## src/rtl/sc_mm_pkg.sv

```systemverilog
// Shared types and constants for the stochastic matrix-multiply job sequencer.
//   state_t     : sequencer states (IDLE, LOAD, WARMUP, RUN, DONE)
//   stream_len  : stochastic stream length in cycles, 1 << log2 length
//   PERF_CNT_W  : width of the optional performance counters
package sc_mm_pkg;

  typedef enum logic [2:0] {
    IDLE   = 3'd0,
    LOAD   = 3'd1,
    WARMUP = 3'd2,
    RUN    = 3'd3,
    DONE   = 3'd4
  } state_t;

  localparam int PERF_CNT_W = 32;

  function automatic int stream_len(input int log2_len);
    return 1 << log2_len;
  endfunction

endpackage

```

## src/rtl/sc_load_down_counter.sv

```systemverilog
// Loadable down-counter used by the job sequencer to time WARMUP and RUN.
// Ports:
//   clk, rst   : clock, asynchronous active-high reset (value -> 0)
//   load       : load load_value (has priority over dec)
//   load_value : value loaded on load
//   dec        : decrement by one; holds at zero rather than wrapping
//   value      : current count
//   zero       : value == 0
module sc_load_down_counter #(
  parameter int W = 8
) (
  input  logic         clk,
  input  logic         rst,
  input  logic         load,
  input  logic [W-1:0] load_value,
  input  logic         dec,
  output logic [W-1:0] value,
  output logic         zero
);

  always_ff @(posedge clk or posedge rst) begin
    if (rst)
      value <= '0;
    else if (load)
      value <= load_value;
    else if (dec && !zero)
      value <= value - W'(1);
  end

  assign zero = (value == '0);

endmodule

```

## src/rtl/sc_mm_controller.sv

```systemverilog
// Job sequencer for the stochastic matrix-multiply datapath (SNG banks,
// sc_matrix_mult, SD converter bank). One job: capture operands and clear
// SNGs/SD converters (LOAD), discard MM_LATENCY cycles of pipeline fill
// (WARMUP), let the SD converters count for exactly 2^STREAM_LEN_LOG2 cycles
// (RUN), then hold the result valid until acknowledged (DONE).
//
// Parameters:
//   STREAM_LEN_LOG2 : stream length is 2^STREAM_LEN_LOG2 cycles (>= 1)
//   MM_LATENCY      : multiply pipeline latency, 0 .. 2^STREAM_LEN_LOG2-1
//
// Ports:
//   clk, rst     : clock, asynchronous active-high reset
//   start        : job request, taken when start && start_ready
//   start_ready  : high only in IDLE
//   abort        : synchronous abort back to IDLE, highest priority
//   operand_load : one-cycle pulse, upstream latches operand matrices
//   sng_clear    : SNG seed reload
//   sd_clear     : SD converter counter clear
//   sd_count_en  : SD converters accumulate while high
//   sd_last      : final counting cycle
//   out_valid    : result valid, held until out_ack
//   out_ack      : consumer accepted the result
//   busy         : not IDLE
//
// Optional feature (macro SC_MM_CTRL_PERF_EN): adds saturating outputs
//   job_count   : completed handshakes (out_valid && out_ack)
//   abort_count : aborts taken outside IDLE
//
// All strobes are decoded from registered state and counter, so there is no
// combinational path from any input to any output.
module sc_mm_controller
  import sc_mm_pkg::*;
#(
  parameter int STREAM_LEN_LOG2 = 8,
  parameter int MM_LATENCY      = 1
) (
  input  logic clk,
  input  logic rst,
  input  logic start,
  output logic start_ready,
  input  logic abort,
  output logic operand_load,
  output logic sng_clear,
  output logic sd_clear,
  output logic sd_count_en,
  output logic sd_last,
  output logic out_valid,
  input  logic out_ack,
  output logic busy
`ifdef SC_MM_CTRL_PERF_EN
  ,
  output logic [PERF_CNT_W-1:0] job_count,
  output logic [PERF_CNT_W-1:0] abort_count
`endif
);

  localparam int CW = STREAM_LEN_LOG2;
  // RUN starts at 2^L-1 and counts down to 0, giving exactly 2^L cycles.
  localparam logic [CW-1:0] RUN_LOAD = CW'(stream_len(CW) - 1);
  localparam logic [CW-1:0] LAT_LOAD = CW'(MM_LATENCY);

  state_t        state;
  logic [CW-1:0] cnt;
  logic          cnt_zero;
  logic          cnt_is_one;
  logic          cnt_load;
  logic [CW-1:0] cnt_value;
  logic          cnt_dec;

  assign cnt_is_one = (cnt == CW'(1));

  // Counter control. Every state entry reloads the counter, so it never has
  // to wrap. LOAD goes straight to the RUN length when there is no latency.
  always_comb begin
    cnt_load  = 1'b0;
    cnt_value = '0;
    cnt_dec   = 1'b0;
    if (abort && state != IDLE) begin
      cnt_load = 1'b1;
    end else begin
      case (state)
        LOAD: begin
          cnt_load  = 1'b1;
          cnt_value = (MM_LATENCY > 0) ? LAT_LOAD : RUN_LOAD;
        end
        WARMUP: begin
          if (cnt_is_one) begin
            cnt_load  = 1'b1;
            cnt_value = RUN_LOAD;
          end else begin
            cnt_dec = 1'b1;
          end
        end
        RUN:     cnt_dec = 1'b1;
        default: ;
      endcase
    end
  end

  sc_load_down_counter #(.W(CW)) u_cnt (
    .clk        (clk),
    .rst        (rst),
    .load       (cnt_load),
    .load_value (cnt_value),
    .dec        (cnt_dec),
    .value      (cnt),
    .zero       (cnt_zero)
  );

  // Abort wins over start, out_ack and every timed transition; in IDLE it
  // simply keeps the machine idle, which also drops a coincident start.
  always_ff @(posedge clk or posedge rst) begin
    if (rst) begin
      state <= IDLE;
    end else if (abort) begin
      state <= IDLE;
    end else begin
      case (state)
        IDLE:    if (start) state <= LOAD;
        LOAD:    state <= (MM_LATENCY > 0) ? WARMUP : RUN;
        WARMUP:  if (cnt_is_one) state <= RUN;
        RUN:     if (cnt_zero) state <= DONE;
        DONE:    if (out_ack) state <= IDLE;
        default: state <= IDLE;
      endcase
    end
  end

  // Moore decode of the registered state.
  always_comb begin
    start_ready  = (state == IDLE);
    operand_load = (state == LOAD);
    sng_clear    = (state == LOAD);
    // WARMUP keeps the SD counters cleared so pipeline garbage is dropped.
    sd_clear     = (state == LOAD) || (state == WARMUP);
    sd_count_en  = (state == RUN);
    sd_last      = (state == RUN) && cnt_zero;
    out_valid    = (state == DONE);
    busy         = (state != IDLE);
  end

`ifdef SC_MM_CTRL_PERF_EN
  always_ff @(posedge clk or posedge rst) begin
    if (rst) begin
      job_count   <= '0;
      abort_count <= '0;
    end else begin
      if (out_valid && out_ack && job_count != '1)
        job_count <= job_count + PERF_CNT_W'(1);
      if (abort && state != IDLE && abort_count != '1)
        abort_count <= abort_count + PERF_CNT_W'(1);
    end
  end
`endif

endmodule

```

## config.mk

```make
export PLATFORM = sky130hd
export DESIGN_NAME = sc_mm_controller
export DESIGN_NICKNAME = d
export VERILOG_FILES = /design/src/rtl/sc_mm_pkg.sv /design/src/rtl/sc_load_down_counter.sv /design/src/rtl/sc_mm_controller.sv
export SDC_FILE = /design/constraint.sdc
export NUM_CORES = 1
export LEC_CHECK = 0
export ABC_AREA = 1
export BUFFER_PORTS_ARGS = -buffer_cell sky130_fd_sc_hd__buf_2
export CAP_MARGIN = 30
export CORE_MARGIN = 4
export CORE_UTILIZATION = 40
export CTS_CLUSTER_DIAMETER = 50
export DETAILED_ROUTE_END_ITERATION = 7
export PLACE_DENSITY_LB_ADDON = 0.15
export REMOVE_ABC_BUFFERS = 1
export SLEW_MARGIN = 20
export SYNTH_ARGS = -nofsm -noshare
export SYNTH_HDL_FRONTEND = slang
export SYNTH_SLANG_ARGS = --single-unit
```

## constraint.sdc

```tcl
create_clock -name clk -period 2.4 [get_ports clk]
set_clock_uncertainty 0.05 [all_clocks]
set_input_delay 0.12 -clock clk [delete_from_list [all_inputs] [get_ports clk]]
set_output_delay 0.12 -clock clk [all_outputs]
set_load 0.03 [all_outputs]
```

# [Word level (Yosys, flattened, before mapping)]
# Cells that the tools add are included.
[op_classes] n_addsub=1 n_eq_ne=9 mux=17 reduce_logical=10
[op_table] op="8-bit two-way mux" n=4
[op_table] op="8-bit case mux with 2 select lines" n=1
[op_table] op="3-bit two-way mux" n=5
[op_table] op="3-bit case mux with 5 select lines" n=1
[op_table] op="3-bit by 2-bit inequality test with 1-bit output (second input constant)" n=3
[op_table] op="8-bit by 1-bit == test with 1-bit output (second input constant)" n=1
[op_table] op="8-bit zero test" n=1
[op_table] op="8-bit by 1-bit subtractor with 8-bit output (second input constant)" n=1
[op_table] op="3-bit by 2-bit == test with 1-bit output (second input constant)" n=2
[op_table] op="1-bit two-way mux" n=4
[op_table] op="1-bit case mux with 2 select lines" n=2
[op_table] op="4-bit AND reduction" n=1
[op_table] op="3-bit by 1-bit == test with 1-bit output (second input constant)" n=1
[op_table] op="3-bit == test (second input constant)" n=1
[op_table] op="1-bit logical AND" n=3
[op_table] op="3-bit zero test" n=1
[op_table] op="3-bit inequality test (second input constant)" n=1
[op_table] op="3-bit nonzero test" n=1
[op_table] op="2-bit nonzero test" n=1
[op_table] op="1-bit zero test" n=1
[op_table] op="1-bit logical OR" n=1
[word_totals] reg_bits=11 input_bits=5 output_inout_bits=8 elab_cells=39

# [Logic depth before layout (Yosys ltp)]
# Gate-level depths: netlist of the first run.
[depth] ltp_word=7 mapped_depth=10 ltp_nobuf=10

# [Hierarchy]
# A second synthesis of the first run with hierarchy kept.
[unflattened] hier_cells=155 hier_area_um2=957.2
[modules_own_cells] module="sc_load_down_counter" n_inst=1 cells_each=91 area_per_inst_um2=624.3 seq_area_each_um2=200.2
[modules_own_cells] module="sc_mm_controller" n_inst=1 cells_each=64 area_per_inst_um2=332.8 seq_area_each_um2=75.1

# [Least setup slack after synthesis of the first run]
# OpenSTA, ideal clock, no wires.
[synth_path] kind="register -> output" start="register u_cnt.value[0]" end="output sd_last" arrival_ns=1.402 t_required_ns=2.230 path_slack_ns=0.828 path_stages_with_launch=7 n_path_buf=0 cell_sequence="dfrtp_1 inv_1 ha_1 nand3_1 nor2_1 inv_1 nor2_1"
[synth_between] elab_chain_len=2
[synth_rtl] item="start, declared" line_no="sc_load_down_counter.sv:17" rtl="output logic [W-1:0] value,"
[synth_rtl] item="start signal, assigned" line_no="sc_load_down_counter.sv:25" rtl="value <= load_value;"
[synth_rtl] item="start signal, assigned" line_no="sc_load_down_counter.sv:27" rtl="value <= value - W'(1);"
[synth_rtl] item="8-bit zero test" line_no="sc_load_down_counter.sv:30" rtl="assign zero = (value == '0);"
[synth_rtl] item="1-bit logical AND" line_no="sc_mm_controller.sv:137" rtl="sd_last = (state == RUN) && cnt_zero;"
[synth_rtl] item="end, declared" line_no="sc_mm_controller.sv:46" rtl="output logic sd_last,"
# No other way between the ends.

# [Worst setup path after layout of the first run]
# Same ends and word-level chain as after synthesis.

==> results of run 1 <==
## registers in the layout, indices dropped and copies added (netlist names)
signal,count
u_cnt.value,8
state,3
## per-layer routing
| layer | routed length (um) | GRT usage (%) | up-vias |
|---|---|---|---|
| li1 | - | - | 467 |
| met1 | 1011 | 19.49 | 391 |
| met5 | 0 | 0 | - |
| met4 | 40 | 5.085 | 0 |
| met2 | 873 | 19.20 | 21 |
| met3 | 76 | 2.069 | 5 |
## kinds of logic (layout without fill, tap and decap cells)
family                     Yosys count  after routing  share of synthesized area [%]
buffers and inverters               21             37                          9.358
AOI/OAI and AO/OA                   11             11                          8.156
adders and majority gates            2              2                          2.673
DFF                                 11             11                          29.41
xor gates and xnor gates             1              1                         0.9360
and+or+nand+nor                     90             90                          49.46
## worst max-delay path, stage by stage (launching register included)
cell and delay, ns:
dfrtp_1 0.42, inv_1 0.13, ha_1 0.28, nand3_1 0.13
nor2_1 0.11, inv_1 0.10, nor2_1 0.09, buf_2 0.20
## stage by stage
stage	cell area [um2]	setup slack, ns	cells
4_1_cts	1060	0.5195	180
6_report	1060	0.5039	180
2_1_floorplan	928.4	0.8283	135
3_3_place_gp	1023	0.6983	175
5_1_grt	1060	0.2750	180
3_5_place_dp	1023	0.7008	175
## final cells by class
class	count	area [um2]
Multi-Input combinational cell	104	573.1
Fill cell	233	1152
Clock buffer	4	26.28
Sequential cell	11	275.3
Tap cell	28	35.03
Timing Repair Buffer	13	70.07
Inverter	20	80.08
## layout by cell type (no fill, tap or decap), types with 2 or more instances in the layout
master	instances
nand2_4	3
buf_2	12
inv_1	18
nand3_4	2
nor2_4	3
nand3_1	15
ha_1	2
o21ai_0	6
nor2_2	2
clkbuf_4	3
dfrtp_1	11
nor2_1	12
o21bai_1	3
nand2_1	43
nand4_1	5
nand2_2	2
## worst paths after layout
check                                             endpoint  cells past startpoint
worst max-delay path                               sd_last                      7
worst max register to register  u_cnt.value[1]$_DFFE_PP0P_                      9
worst min-delay path                  state[0]$_DFFE_PP0P_                      2
min in group asynchronous       u_cnt.value[0]$_DFFE_PP0P_                      3
max in group asynchronous       u_cnt.value[3]$_DFFE_PP0P_                      3
worst min register to register  u_cnt.value[7]$_DFFE_PP0P_                      2
==> results.py, run 1 <==
metrics = {
    "worst_setup_path": {
        "cp.arrival_ns": 1.73,
        "cp_max_fo": 5,
        "endpoint_kind": "output pin",
        "path_class": "flip-flop to output pin",
        "r2r_setup_slack_ns": 0.67,
        "crit_start": "u_cnt.value[0]$_DFFE_PP0P_",
        "start_kind": "flip-flop",
        "crit_required_ns": 2.23,
        "r2r-start": "u_cnt.value[0]$_DFFE_PP0P_",
    },
    "synthesis": {
        "synth.avg_cell_area_um2": 6.882,
        "synth.most_common_cell": "nand2_1",
        "yosysTopAreaCell": "dfrtp_1",
        "synth_top_area_share_pct": 29.41,
        "synth-main-ff-cell": "dfrtp_1",
        "synth-async-reset-ratio_pct": 100.0,
        "synth_area_leaders": "dfrtp_1 (29%), nand2_1 (17%), nand3_1 (8.0%), inv_1 (7.2%), nor2_1 (4.8%)",
        "synth_edf_count": 0,
        "netlist_top_cells_count": "nand2_1 (43), inv_1 (18), nand3_1 (15), nor2_1 (12), dfrtp_1 (11)",
        "yosys.cell_types.count": 23,
        "ys_seq_elements": 11,
        "ys_seq_area_share_pct": 29.41,
        "synthCells": 136,
        "synth_warnings": 0,
        "synthesis.area_um2": 935.9,
    },
    "drt": {
        "drt_iter0_markers": 15,
        "wirelength_mm": 2.002,
        "first_pass_iters": 4,
        "wl_per_cell_um": 11.12,
        "drc_errors": 0,
        "vias": 884,
        "final_antenna_net_count": 0,
        "viasPerCell": 4.911,
    },
    "finish": {
        "post-route-util_pct": 47.91,
        "num-nets-final": 160,
        "antenna_cells": 0,
        "drive_gt1_share_pct": 20.39,
        "syn_to_final_growth_pct": 13.24,
    },
    "place": {
        "gp_congestion": 0.8668,
        "dp_hpwl_mm": 1.634,
        "io_buffers": 12,
    },
    "timing": {
        "setup_violations": 0,
        "fin_hold_ws_ns": 0.02572,
        "rsz0062_at_grt": "false",
        "slew_headroom_pct": 72.87,
        "fmax_ghz": 0.5274,
        "hold_viol_final": 0,
        "tns_ns": 0,
        "worst_pin_slew_ns": 0.4065,
        "period_needed_ns": 1.896,
        "finalCritPeriodShare_pct": 79.00,
        "slew_viol_final": 0,
    },
    "die": {
        "io_pins": 13,
        "die-area_um2": 3178,
        "die_y_um": 56.37,
        "die_w_um": 56.37,
        "initial_core_util_pct": 42.31,
        "rows": 17,
        "core_area_um2": 2212,
    },
    "global_routing": {
        "grt_pass1_vias": 786,
        "antenna_found_initial": 0,
        "grt_pass1_wl_mm": 3.387,
        "grt_usage_pct": 13.23,
        "grt_start_max_net_pins": 12,
        "gr-total-overflow": 0,
    },
    "flow_run": {
        "drv_cap": 0,
    },
    "cts": {
        "path_clk_slew_ns": 0.07,
        "cts.repair.resized": 0,
        "cts_buffer_depth": 2,
        "cts-root-buf": "clkbuf_4",
        "cts_buffers": 3,
        "htree_levels": 1,
        "cts_sinks": 11,
        "cts_setup_buffers": 0,
        "clk-insertion-delay-late_ns": 0.27,
        "tritoncts": "yes",
        "hold_buffers": 1,
    },
    "worst_hold_path": {
        "min_path_type": "input port to flip-flop",
        "min-delay-start": "abort",
    },
    "outcome": {
        "status": "completed",
    },
}
Power of run 1 is left out: the tool's default activity adds up to more than one toggle a clock period on the data nets, which glitch-free logic cannot reach.
==> run 2, diff against run 1 <==
==> constraint.sdc (replaced) <==
create_clock -name clk -period 1.9 [get_ports clk]
set_clock_uncertainty 0.05 [all_clocks]
set_input_delay 0.095 -clock clk [delete_from_list [all_inputs] [get_ports clk]]
set_output_delay 0.095 -clock clk [all_outputs]
set_load 0.03 [all_outputs]
==> run 2 against run 1 <==
Compared with the run above: setup slack lost 0.37 ns; register-to-register slack worse by 0.43 ns; design area increased by 1.4%; critical path depth unchanged.
==> results.py, run 2 (synthesis results as in run 1) <==
metrics = {
    "outcome": {
        "status": "completed",
    },
    "finish": {
        "layout_commonest_cell": "nand2_1",
        "fin_cells": 180,
        "fill_cells": 234,
        "post-route-util_pct": 48.59,
        "reg.largest.list": "u_cnt.value x8, state x3",
        "largest_reg_flops": 8,
        "mostFrequentLayoutCells": "nand2_1 (43), inv_1 (18), nand3_1 (15)",
        "drive_gt1_share_pct": 21.05,
        "final_cell_area_um2": 1075,
        "syn_to_final_growth_pct": 14.84,
        "antenna_cells": 0,
        "regMostFlops": "u_cnt.value",
        "num-nets-final": 160,
    },
    "worst_setup_path": {
        "crit_required_ns": 1.75,
        "endpoint_kind": "output pin",
        "start_kind": "flip-flop",
        "slowest_stage": "dfrtp_1",
        "cp_max_fo": 5,
        "cp.arrival_ns": 1.62,
        "worst_path_largest_cell_delay_ns": 0.41,
        "path_class": "flip-flop to output pin",
        "path_cells": "inv_1 > ha_4 > nand3_1 > nor2_1 > inv_1 > nor2_1 > clkbuf_4",
    },
    "cts": {
        "cts-root-buf": "clkbuf_4",
        "tritoncts": "yes",
        "htree_levels": 1,
        "cts_buffers": 3,
        "cts_setup_buffers": 0,
        "cts_sinks": 11,
        "cts_buffer_depth": 2,
        "clk-insertion-delay-late_ns": 0.26,
        "path_clk_slew_ns": 0.06,
    },
    "global_routing": {
        "antenna_found_initial": 0,
        "grt_start_max_net_pins": 12,
        "grt_usage_pct": 13.09,
        "grt_pass1_vias": 781,
        "gr-total-overflow": 0,
        "grt_pass1_wl_mm": 3.339,
    },
    "die": {
        "rows": 17,
        "die_w_um": 56.37,
        "core_area_um2": 2212,
        "die-area_um2": 3178,
        "io_pins": 13,
        "die_y_um": 56.37,
        "initial_core_util_pct": 42.31,
    },
    "drt": {
        "viasPerCell": 4.900,
        "vias": 882,
        "wirelength_mm": 2.021,
        "drt_iter0_markers": 20,
        "drc_errors": 0,
        "first_pass_iters": 4,
        "wl_per_cell_um": 11.23,
        "final_antenna_net_count": 0,
    },
    "timing": {
        "worst_pin_slew_ns": 0.3917,
        "slew_viol_final": 0,
        "slew_headroom_pct": 73.86,
        "period_needed_ns": 1.767,
        "hold_viol_final": 0,
        "finalCritPeriodShare_pct": 93.01,
        "tns_ns": 0,
        "setup_violations": 0,
        "fmax_ghz": 0.5659,
    },
    "place": {
        "dp_hpwl_mm": 1.638,
        "dp.cells": 175,
        "dpl_cell_area_um2": 1023,
        "gp_congestion": 0.8667,
        "io_buffers": 12,
    },
    "worst_hold_path": {
        "min_path_type": "input port to flip-flop",
    },
    "flow_run": {
        "drv_cap": 0,
    },
}
-- run 2: changes by cell type in the layout (fill, tap and decap cells not counted) --
cell / before / now
ha_1: 2 / 1
clkbuf_4: 3 / 4
ha_4: 0 / 1
buf_2: 12 / 11
-- run 2: final timing paths --
check,slack [ns],cells past startpoint,from,to
setup / recovery,0.13,7,u_cnt.value[0]$_DFFE_PP0P_,sd_last
hold / removal,0.008,2,abort,state[0]$_DFFE_PP0P_
setup reg to reg,0.24,9,u_cnt.value[1]$_DFFE_PP0P_,u_cnt.value[5]$_DFFE_PP0P_
hold reg to reg,0.51,2,u_cnt.value[1]$_DFFE_PP0P_,u_cnt.value[1]$_DFFE_PP0P_
max in group asynchronous,1.22,3,rst,u_cnt.value[5]$_DFFE_PP0P_
min in group asynchronous,0.30,3,rst,u_cnt.value[0]$_DFFE_PP0P_
-- run 2: per-stage QoR --
| step | worst slack, ns | hold slack, ns |
|---|---|---|
| after global routing | -0.01356 | 0.01222 |
| after global placement | 0.1981 | 0.04450 |
| final | 0.1328 | 0.008471 |
| after CTS | 0.05369 | 0.002129 |
| after detailed placement | 0.2212 | 0.04816 |
| after floorplan | 0.3533 | -0.1026 |
-- run 2: metal layers --
layer	global-route usage, %	vias to the layer above	share of wire, %
met5	0	-	0
met4	5.085	0	1.4
met3	1.379	4	4.6
met2	20.37	21	43
met1	18.50	389	51
li1	-	468	-
-- run 2: cell type report --
cell class,instances,area (um2),area share [%]
tap,28,35.03,3.260
clock buffer,4,26.28,2.445
inverter,20,80.08,7.451
multi-input combinational,104,585.6,54.48
timing repair buffer,13,72.57,6.752
sequential,11,275.3,25.61
-- run 2: what timing repair did --
item	4_1_cts	5_1_grt
resized for setup	0	3
endpoints found under the setup margin	0	1
hold endpoints to repair	11	0
hold buffers	1	0
-- run 2: critical path, delay by kind of cell (launching register included) --
family                   cells  cell delay, ns
adder cells (fa/ha/maj)      1            0.19
AND/OR/NAND/NOR              3            0.29
flip-flops                   1            0.41
buffers and inverters        3            0.46
Power of run 2 is left out for the same reason.
